## config.mk

```make
export PLATFORM = sky130hd
export DESIGN_NAME = control_sequencer
export DESIGN_NICKNAME = d
export VERILOG_FILES = /design/src/rtl/mini_src_pkg.sv /design/src/rtl/cs_step_decode.sv /design/src/rtl/control_sequencer.sv
export SDC_FILE = /design/constraint.sdc
export NUM_CORES = 1
export LEC_CHECK = 0
export CAP_MARGIN = 20
export CORE_MARGIN = 3
export CORE_UTILIZATION = 52
export DETAILED_ROUTE_END_ITERATION = 10
export PLACE_DENSITY = 0.87
export SYNTH_ARGS = -nofsm -noshare
export SYNTH_HDL_FRONTEND = slang
export SYNTH_SLANG_ARGS = --single-unit
```

## constraint.sdc

```tcl
create_clock -name clock -period 7.45 [get_ports clock]
set_input_delay 2.235 -clock clock [delete_from_list [all_inputs] [get_ports clock]]
set_output_delay 2.235 -clock clock [all_outputs]
set_load 0.02 [all_outputs]
```

## src/rtl/mini_src_pkg.sv

```systemverilog
// Mini SRC control unit: opcode map, ALU codes, step encoding, control bundle.
package mini_src_pkg;

    localparam int OP_W   = 5;
    localparam int STEP_W = 4;

    localparam logic [OP_W-1:0] OP_LD   = 5'b00000;
    localparam logic [OP_W-1:0] OP_LDI  = 5'b00001;
    localparam logic [OP_W-1:0] OP_ST   = 5'b00010;
    localparam logic [OP_W-1:0] OP_ADD  = 5'b00011;
    localparam logic [OP_W-1:0] OP_SUB  = 5'b00100;
    localparam logic [OP_W-1:0] OP_AND  = 5'b00101;
    localparam logic [OP_W-1:0] OP_OR   = 5'b00110;
    localparam logic [OP_W-1:0] OP_ROR  = 5'b00111;
    localparam logic [OP_W-1:0] OP_ROL  = 5'b01000;
    localparam logic [OP_W-1:0] OP_SHR  = 5'b01001;
    localparam logic [OP_W-1:0] OP_SHRA = 5'b01010;
    localparam logic [OP_W-1:0] OP_SHL  = 5'b01011;
    localparam logic [OP_W-1:0] OP_ADDI = 5'b01100;
    localparam logic [OP_W-1:0] OP_ANDI = 5'b01101;
    localparam logic [OP_W-1:0] OP_ORI  = 5'b01110;
    localparam logic [OP_W-1:0] OP_MUL  = 5'b01111;
    localparam logic [OP_W-1:0] OP_DIV  = 5'b10000;
    localparam logic [OP_W-1:0] OP_NEG  = 5'b10001;
    localparam logic [OP_W-1:0] OP_NOT  = 5'b10010;
    localparam logic [OP_W-1:0] OP_BRX  = 5'b10011;
    localparam logic [OP_W-1:0] OP_JR   = 5'b10100;
    localparam logic [OP_W-1:0] OP_MFHI = 5'b11000;
    localparam logic [OP_W-1:0] OP_MFLO = 5'b11001;
    localparam logic [OP_W-1:0] OP_NOP  = 5'b11010;
    localparam logic [OP_W-1:0] OP_HALT = 5'b11011;

    localparam logic [OP_W-1:0] ALU_ADD = OP_ADD;
    localparam logic [OP_W-1:0] ALU_AND = OP_AND;
    localparam logic [OP_W-1:0] ALU_OR  = OP_OR;

    typedef enum logic [STEP_W-1:0] {
        T0, T1, T2, T3, T4, T5, T6, T7, HALT
    } step_t;

    typedef enum logic [3:0] {
        C_RTYPE, C_IMM, C_LDI, C_LD, C_ST, C_MULDIV, C_UNARY,
        C_BRX, C_JR, C_MFHI, C_MFLO, C_NOP, C_HALT, C_ILL
    } class_t;

    typedef struct packed {
        logic gra, grb, grc, rin, rout, baout;
        logic pcout, pcin, incpc;
        logic marin, mdrin, mdrout, read, write;
        logic irin, yin, zin, zhighout, zlowout, cout;
        logic hiin, loin, hiout, loout, conin;
        logic [OP_W-1:0] alu_op;
        logic illegal;
    } ctrl_t;

    function automatic class_t op_class(input logic [OP_W-1:0] op);
        class_t c;
        unique case (op)
            OP_ADD, OP_SUB, OP_AND, OP_OR, OP_ROR,
            OP_ROL, OP_SHR, OP_SHRA, OP_SHL:  c = C_RTYPE;
            OP_ADDI, OP_ANDI, OP_ORI:         c = C_IMM;
            OP_LDI:                           c = C_LDI;
            OP_LD:                            c = C_LD;
            OP_ST:                            c = C_ST;
            OP_MUL, OP_DIV:                   c = C_MULDIV;
            OP_NEG, OP_NOT:                   c = C_UNARY;
            OP_BRX:                           c = C_BRX;
            OP_JR:                            c = C_JR;
            OP_MFHI:                          c = C_MFHI;
            OP_MFLO:                          c = C_MFLO;
            OP_NOP:                           c = C_NOP;
            OP_HALT:                          c = C_HALT;
            default:                          c = C_ILL;
        endcase
        return c;
    endfunction

    // Final execute step of each instruction class.
    function automatic step_t last_step(input class_t c);
        step_t s;
        unique case (c)
            C_UNARY:                s = T4;
            C_RTYPE, C_IMM, C_LDI:  s = T5;
            C_MULDIV, C_BRX:        s = T6;
            C_LD, C_ST:             s = T7;
            default:                s = T3;
        endcase
        return s;
    endfunction

endpackage

```

## src/rtl/cs_step_decode.sv

```systemverilog
// Combinational micro-step decoder: (step, opcode, con) -> control strobes.
module cs_step_decode
    import mini_src_pkg::*;
(
    input  step_t            step,
    input  logic [OP_W-1:0]  opcode,
    input  logic             con,
    output ctrl_t            ctrl
);

    class_t cls;
    logic [OP_W-1:0] imm_alu;

    assign cls = op_class(opcode);
    assign imm_alu = (opcode == OP_ADDI) ? ALU_ADD :
                     (opcode == OP_ANDI) ? ALU_AND : ALU_OR;

    always_comb begin
        ctrl = '0;
        unique case (step)
            T0: begin
                ctrl.pcout = 1'b1; ctrl.marin = 1'b1;
                ctrl.incpc = 1'b1; ctrl.zin   = 1'b1;
            end
            T1: begin
                ctrl.zlowout = 1'b1; ctrl.pcin  = 1'b1;
                ctrl.read    = 1'b1; ctrl.mdrin = 1'b1;
            end
            T2: begin
                ctrl.mdrout = 1'b1; ctrl.irin = 1'b1;
            end
            T3: begin
                unique case (cls)
                    C_RTYPE, C_IMM: begin
                        ctrl.grb = 1'b1; ctrl.rout = 1'b1; ctrl.yin = 1'b1;
                    end
                    C_LDI, C_LD, C_ST: begin
                        ctrl.grb = 1'b1; ctrl.baout = 1'b1; ctrl.yin = 1'b1;
                    end
                    C_MULDIV: begin
                        ctrl.gra = 1'b1; ctrl.rout = 1'b1; ctrl.yin = 1'b1;
                    end
                    C_UNARY: begin
                        ctrl.grb = 1'b1; ctrl.rout = 1'b1; ctrl.zin = 1'b1;
                        ctrl.alu_op = opcode;
                    end
                    C_BRX: begin
                        ctrl.gra = 1'b1; ctrl.rout = 1'b1; ctrl.conin = 1'b1;
                    end
                    C_JR: begin
                        ctrl.gra = 1'b1; ctrl.rout = 1'b1; ctrl.pcin = 1'b1;
                    end
                    C_MFHI: begin
                        ctrl.hiout = 1'b1; ctrl.gra = 1'b1; ctrl.rin = 1'b1;
                    end
                    C_MFLO: begin
                        ctrl.loout = 1'b1; ctrl.gra = 1'b1; ctrl.rin = 1'b1;
                    end
                    C_ILL:   ctrl.illegal = 1'b1;
                    default: ;
                endcase
            end
            T4: begin
                unique case (cls)
                    C_RTYPE: begin
                        ctrl.grc = 1'b1; ctrl.rout = 1'b1; ctrl.zin = 1'b1;
                        ctrl.alu_op = opcode;
                    end
                    C_IMM: begin
                        ctrl.cout = 1'b1; ctrl.zin = 1'b1;
                        ctrl.alu_op = imm_alu;
                    end
                    C_LDI, C_LD, C_ST: begin
                        ctrl.cout = 1'b1; ctrl.zin = 1'b1;
                        ctrl.alu_op = ALU_ADD;
                    end
                    C_MULDIV: begin
                        ctrl.grb = 1'b1; ctrl.rout = 1'b1; ctrl.zin = 1'b1;
                        ctrl.alu_op = opcode;
                    end
                    C_UNARY: begin
                        ctrl.zlowout = 1'b1; ctrl.gra = 1'b1; ctrl.rin = 1'b1;
                    end
                    C_BRX: begin
                        ctrl.pcout = 1'b1; ctrl.yin = 1'b1;
                    end
                    default: ;
                endcase
            end
            T5: begin
                unique case (cls)
                    C_RTYPE, C_IMM, C_LDI: begin
                        ctrl.zlowout = 1'b1; ctrl.gra = 1'b1; ctrl.rin = 1'b1;
                    end
                    C_LD, C_ST: begin
                        ctrl.zlowout = 1'b1; ctrl.marin = 1'b1;
                    end
                    C_MULDIV: begin
                        ctrl.zlowout = 1'b1; ctrl.loin = 1'b1;
                    end
                    C_BRX: begin
                        ctrl.cout = 1'b1; ctrl.zin = 1'b1;
                        ctrl.alu_op = ALU_ADD;
                    end
                    default: ;
                endcase
            end
            T6: begin
                unique case (cls)
                    C_LD: begin
                        ctrl.read = 1'b1; ctrl.mdrin = 1'b1;
                    end
                    C_ST: begin
                        ctrl.gra = 1'b1; ctrl.rout = 1'b1; ctrl.mdrin = 1'b1;
                    end
                    C_MULDIV: begin
                        ctrl.zhighout = 1'b1; ctrl.hiin = 1'b1;
                    end
                    C_BRX: begin
                        ctrl.zlowout = 1'b1; ctrl.pcin = con;
                    end
                    default: ;
                endcase
            end
            T7: begin
                unique case (cls)
                    C_LD: begin
                        ctrl.mdrout = 1'b1; ctrl.gra = 1'b1; ctrl.rin = 1'b1;
                    end
                    C_ST:    ctrl.write = 1'b1;
                    default: ;
                endcase
            end
            default: ;
        endcase
    end

endmodule

```

## src/rtl/control_sequencer.sv

```systemverilog
// Mini SRC multi-cycle control sequencer (fetch T0-T2, execute T3-T7, HALT).
// Define CU_MEM_WAIT_EN to stall memory steps on the mem_ready handshake.
module control_sequencer
    import mini_src_pkg::*;
(
    input  logic            clock,
    input  logic            reset,
    input  logic [OP_W-1:0] opcode,
    input  logic            con,
    input  logic            mem_ready,
    output logic            Gra,
    output logic            Grb,
    output logic            Grc,
    output logic            Rin,
    output logic            Rout,
    output logic            BAout,
    output logic            PCout,
    output logic            PCin,
    output logic            IncPC,
    output logic            MARin,
    output logic            MDRin,
    output logic            MDRout,
    output logic            Read,
    output logic            Write,
    output logic            IRin,
    output logic            Yin,
    output logic            Zin,
    output logic            Zhighout,
    output logic            Zlowout,
    output logic            Cout,
    output logic            HIin,
    output logic            LOin,
    output logic            HIout,
    output logic            LOout,
    output logic            CONin,
    output logic [OP_W-1:0] alu_op,
    output logic            run,
    output logic            illegal
);

    step_t  state;
    step_t  state_nxt;
    step_t  last;
    class_t cls;
    ctrl_t  ctrl;
    ctrl_t  o;
    logic   armed;
    logic   mem_step;
    logic   hold;

    assign cls  = op_class(opcode);
    assign last = last_step(cls);
    assign mem_step = (state == T1) ||
                      (state == T6 && cls == C_LD) ||
                      (state == T7 && cls == C_ST);

`ifdef CU_MEM_WAIT_EN
    assign hold = mem_step && !mem_ready;
`else
    logic unused_mem;
    assign unused_mem = mem_ready & mem_step;
    assign hold = 1'b0;
`endif

    // armed keeps strobes quiet until the first edge after reset release.
    always_ff @(posedge clock or posedge reset) begin
        if (reset) begin
            state <= T0;
            armed <= 1'b0;
        end else begin
            state <= state_nxt;
            armed <= 1'b1;
        end
    end

    always_comb begin
        state_nxt = state;
        if (armed && !hold) begin
            unique case (state)
                T0: state_nxt = T1;
                T1: state_nxt = T2;
                T2: state_nxt = (cls == C_NOP)  ? T0 :
                                (cls == C_HALT) ? HALT : T3;
                T3: state_nxt = (last == T3) ? T0 : T4;
                T4: state_nxt = (last == T4) ? T0 : T5;
                T5: state_nxt = (last == T5) ? T0 : T6;
                T6: state_nxt = (last == T6) ? T0 : T7;
                T7: state_nxt = T0;
                default: state_nxt = HALT;
            endcase
        end
    end

    cs_step_decode u_decode (
        .step   (state),
        .opcode (opcode),
        .con    (con),
        .ctrl   (ctrl)
    );

    always_comb begin
        o        = armed ? ctrl : '0;
        Gra      = o.gra;
        Grb      = o.grb;
        Grc      = o.grc;
        Rin      = o.rin;
        Rout     = o.rout;
        BAout    = o.baout;
        PCout    = o.pcout;
        PCin     = o.pcin;
        IncPC    = o.incpc;
        MARin    = o.marin;
        MDRin    = o.mdrin;
        MDRout   = o.mdrout;
        Read     = o.read;
        Write    = o.write;
        IRin     = o.irin;
        Yin      = o.yin;
        Zin      = o.zin;
        Zhighout = o.zhighout;
        Zlowout  = o.zlowout;
        Cout     = o.cout;
        HIin     = o.hiin;
        LOin     = o.loin;
        HIout    = o.hiout;
        LOout    = o.loout;
        CONin    = o.conin;
        alu_op   = o.alu_op;
        illegal  = o.illegal;
        run      = (state != HALT);
    end

endmodule
```

[Word-level counts from Yosys, hierarchy flattened]
Memory sizes are Yosys's and may differ from the RTL's.
Cells that the tools add are included.
Word-level totals
  memory bits (read-only): 272
  memories kept: 3
  register bits after elaboration: 5
  word-level logic and storage cells: 103
Memories
  (no name shown): depth 32, bits a word 4, rd ports 1, clocked after memory_dff 0, write ports 0, line mini_src_pkg.sv:58  | unique case (op)
  (no name shown): depth 32, bits a word 4, rd ports 1, clocked after memory_dff 0, write ports 0, line mini_src_pkg.sv:58
  (no name shown): depth 8, bits a word 2, rd ports 1, clocked after memory_dff 0, write ports 0, line mini_src_pkg.sv:81  | unique case (c)
Cells by class
  equality and inequality tests: 27
  reductions and logical operators: 12
  multiplexer cells: 59
Operators by type and width (count)
  $eq A4 B3 Y1 const B: 11
  $pmux W4 S8: 1
  $mux W31: 1
  $pmux W5 S3: 2
  $mux W1: 29
  $eq A4 B4 Y1 const B: 6
  $eq A4 B2 Y1 const B: 5
  $reduce_or A6 Y1: 3
  $pmux W1 S2: 8
  $mux W3: 5
  $mux W4: 3
  $pmux W1 S4: 3
  $eq A5 B4 Y1 const B: 2
  $mux W5: 2
  $eq A4 B1 Y1 const B: 2
  $logic_not A4 Y1: 2
  $pmux W1 S3: 2
  $reduce_or A2 Y1: 3
  $reduce_or A3 Y1: 2
  $pmux W1 S5: 1
  $reduce_or A5 Y1: 1
  $mux W2: 2
  $ne A4 B4 Y1 const B: 1
  $reduce_or A4 Y1: 1

[Depth between registers and ports, before layout]
  depth after elaboration: 6
  depth in mapped cells: 9
  gate-level depth less buffers: 8

[Hierarchy]
A second synthesis with hierarchy kept.
Second synthesis, totals
  cells, all modules: 257
  area, all modules: 1805.5 um2
Modules (own cells, without submodules)
  cs_step_decode: area an instance 984.7 um2, cells an instance 147, instances 1
  control_sequencer: area an instance 820.8 um2, cells an instance 110, instances 1

[Worst setup path before layout]
No wires, ideal clock.
  kind: input-to-output
  start: in opcode[0]
  end: out Zhighout
  arrival: 4.214 ns
  required time: 5.215 ns
  slack: 1.001 ns
  path buffers: 2
  stages: 8
  cells stage by stage: inv_1 > ha_1 > a21oi_2 > a22oi_4 > mux2_2 > buf_6 > nor3_1 > buf_4
Between the ends
  cells in the longest elaborated chain, start to end: 5
RTL lines
  from (decl): line control_sequencer.sv:8  | input logic [OP_W-1:0] opcode,
  $mem_v2 Z32 W4
  $eq A4 B3 Y1: line cs_step_decode.sv:109  | unique case (cls)
  $mux W1: line cs_step_decode.sv:109
  $mux W1: line cs_step_decode.sv:20  | unique case (step)
  $mux W31: line control_sequencer.sv:102  | o = armed ? ctrl : '0;
  to (decl): line control_sequencer.sv:28  | output logic Zhighout,
No other way between the ends.

[Worst setup path after layout]
  start: in opcode[1]
  end: out alu_op[0]
Between the ends
  cells in the longest elaborated chain, start to end: 6
  elaborated cells on any way between the ends: 20
  classes of those cells: eq/ne: 9; mux: 7; reduce/logical: 3; memory: 1
RTL lines
  $mem_v2 Z32 W4 / $eq A5 B4 Y1 (equally long branches)
  $eq A4 B2 Y1, or another cell as far along: line cs_step_decode.sv:64  | unique case (cls)
  $reduce_or A3 Y1, or another cell as far along: line cs_step_decode.sv:64
  $pmux W5 S3: line cs_step_decode.sv:64
  $pmux W5 S3 *: line cs_step_decode.sv:20
  $mux W31 *: line control_sequencer.sv:102
  to (decl): line control_sequencer.sv:36  | output logic [OP_W-1:0] alu_op,
Mark *: on every way between the ends. The rest lies on a longest branch, timed or not.

==> metrics.txt <==
vias in the first global route=1616; Top FF cell, synth=dfrtp_1; CTS Buf Count=3; Yosys reg bits=5; Static Leak=0.724 nW; Power per Cell Area=172 nW/µm²; Area contributors post-synth=dfrtp_1, nand2_1, a21oi_1; total congestion overflow=0; P&R area growth vs syn=33.2%; GRT Total Usage=27.9%; largest net degree at the start of global routing=17; final max-slew violation count=0; # rows=18; post-synthesis mux area share=3.94%; largest family of logic cells by synthesized area=simple AND/OR/NAND/NOR gates; diode count=0; Die Width=58.4 µm; drt wl/cell=16.4 µm; Residual DRC=0; # clock sinks=5; Die H=58.4 µm; internal reg-to-reg setup slack=5270 ps; simple-gate share of the synthesized area=37.9%; Initial DRT Pass Iterations=6; Met1 Wirelength=1970 µm; # Max-Cap Violations=0; WP data arrival=5080 ps; die area=3410 µm²; mean area per synthesized cell=6.83 µm²; CP endpoint kind=output pin; top-count cell post-synth=nand2_1; Post-Syn Area=1430 µm²; syn nets=224; Worst VDD drop=0.226 mV; min setup slack post-route=131 ps; layout cell share with drive strength beyond 1=14.3%; GPL Wtd Cong=0.961; final core utilization=74.7%; sequential area share after synthesis=8.76%; cells after synthesis=209; metal2 WL=2020 µm; worst-skew pair later-pin latency=230 ps; Post-CTS Hold Fix Bufs=0; wire length on met3=580 µm; post-CTS setup buffers=0; Crit Path Category=input port to output pin; Post-synth ARST share=100%; RSZ-0062 raised after global routing=no; sw power=0.177 mW; vias=1791; most common library cells after synthesis=nand2_1, a21oi_1, nor2_1, nor3_1, nand3_1; Req. time, crit path=5220 ps; Longest Clk Path Bufs=2; CTS root buffer=clkbuf_4; vias per cell=6.37; largest area contributor in the netlist=dfrtp_1; worst slew margin relative to its limit=37.5%; Sequential Power Share=21.1%; Clock power frac=9.1%; Antenna Violating Nets Remaining=0; Final Hold Fails=0; Worst Skew=0.140 ps; Yosys cell types=55; Clk pin slew, worst setup/hold paths=40 ps; Ys Warns=0; initial antenna violation count=0; Layout Nets=267; combinational power share=69.8%; initial cell density of the core=56.1%; Routed WL=4600 µm; number of synthesized flops with an enable pin=0; Adder-Cell Fraction of Synth Area=5.26%; FILL cells=212; crit path max fanout=13; first-pass GRT wire length=7690 µm; HPWL Detailed=3550 µm; CORE AREA=2540 µm²; Pint=0.150 mW; switching part of the total=54.0%; Slew @ Worst Pin=930 ps; Final setup viols=0; fmax=137 MHz; crit share post-route=98.2%; top routing layer used=met4; min Tclk post-route=7320 ps; I/O pins=41; XOR/XNOR Fraction of Synth Area=0%; H-tree depth=1; HP Class=register to register; crit start category=input port; Place WS=56.5 ps; compound-cell area share of the yosys netlist=36.4%; final setup TNS=0 ps; Iteration-0 DRC Markers=168; port bufs=39; top cell type's share of synthesized area=8.76%; status=complete, no violations; CTS tree=done
final timing paths:
path	start	to	depth (start not counted)
setup / recovery	opcode[1]	alu_op[0]	10
hold / removal	state[3]$_DFFE_PP0P_	state[3]$_DFFE_PP0P_	1
setup reg to reg	state[1]$_DFFE_PP0P_	state[2]$_DFFE_PP0P_	4
hold reg to reg	state[3]$_DFFE_PP0P_	state[3]$_DFFE_PP0P_	1
max in group asynchronous	reset	state[3]$_DFFE_PP0P_	2
min in group asynchronous	reset	state[2]$_DFFE_PP0P_	2
state kept, by name, summed over array words and instances, names as in the netlist:
name and count:
armed 1, state 4
power groups by stage:
stage          Sequential [mW]  Clock (mW)  Combinational (mW)
2_1_floorplan           0.0423           0               0.173
3_3_place_gp            0.0681           0               0.224
3_5_place_dp            0.0671           0               0.223
4_1_cts                 0.0666      0.0309               0.224
5_1_grt                 0.0700      0.0323               0.249
6_report                0.0692      0.0298               0.228
metrics by stage:
step | std cells | power (mW) | area [µm²] | hold slack (ps)
finish | 281 | 0.327 | 1900 | 743
global route | 281 | 0.352 | 1900 | 801
CTS | 281 | 0.321 | 1890 | 735
detailed placement | 277 | 0.290 | 1870 | 732
global placement | 277 | 0.292 | 1870 | 737
floorplan | 209 | 0.216 | 1430 | 609
worst max-delay path, cell delays in order:
cell	delay (ps)
clkdlybuf4s50_1	480
inv_1	90
ha_1	340
a21oi_2	190
a22oi_4	120
mux2_2	400
nor3_2	320
a31oi_1	70
o32ai_1	150
clkdlybuf4s50_1	670
cell usage in the layout, fill, tap and decap left out, types with 3 or more instances in the layout:
| master | count |
|---|---|
| a211oi_1 | 3 |
| a21oi_1 | 19 |
| a31oi_1 | 5 |
| buf_4 | 12 |
| clkbuf_4 | 3 |
| clkdlybuf4s50_1 | 37 |
| dfrtp_1 | 5 |
| ha_1 | 6 |
| inv_1 | 7 |
| nand2_1 | 26 |
| nand2b_1 | 6 |
| nand3_1 | 11 |
| nand4_1 | 5 |
| nor2_1 | 19 |
| nor2b_1 | 5 |
| nor3_1 | 11 |
| nor3_2 | 4 |
| o21a_1 | 5 |
| o21ai_0 | 5 |
| o21ai_1 | 6 |
| o22ai_1 | 3 |
| or2_2 | 3 |
| or3_1 | 6 |
metal layers:
layer | GRT usage [%] | vias up
li1 | - | 862
met2 | 41.1 | 127
met1 | 43.4 | 796
met3 | 3.07 | 6
met4 | 4.97 | 0
met5 | 0 | -
area by class of cell:
class / count / area (µm²) / share of cell area, %
clock buffers: 4 / 26.3 / 1.38
inverters: 7 / 26.3 / 1.38
multi-input cells: 184 / 1200 / 63.2
flip-flops and latches: 5 / 125 / 6.58
well taps: 30 / 37.5 / 1.97
repair buffers: 51 / 485 / 25.5
kinds of logic after synthesis:
logic type                 count (synthesis)
and+or+nand+nor                          105
AOI/OAI and AO/OA                         69
other                                      1
DFF                                        5
muxes                                      3
adders and majority gates                  6
buffers and inverters                     20
timing repair:
item | in CTS | in global routing
endpoints found under the setup margin | 0 | 4
hold endpoints to repair | 0 | 0
gates resized for setup | 0 | 3
(Power assumes the default switching activity.)
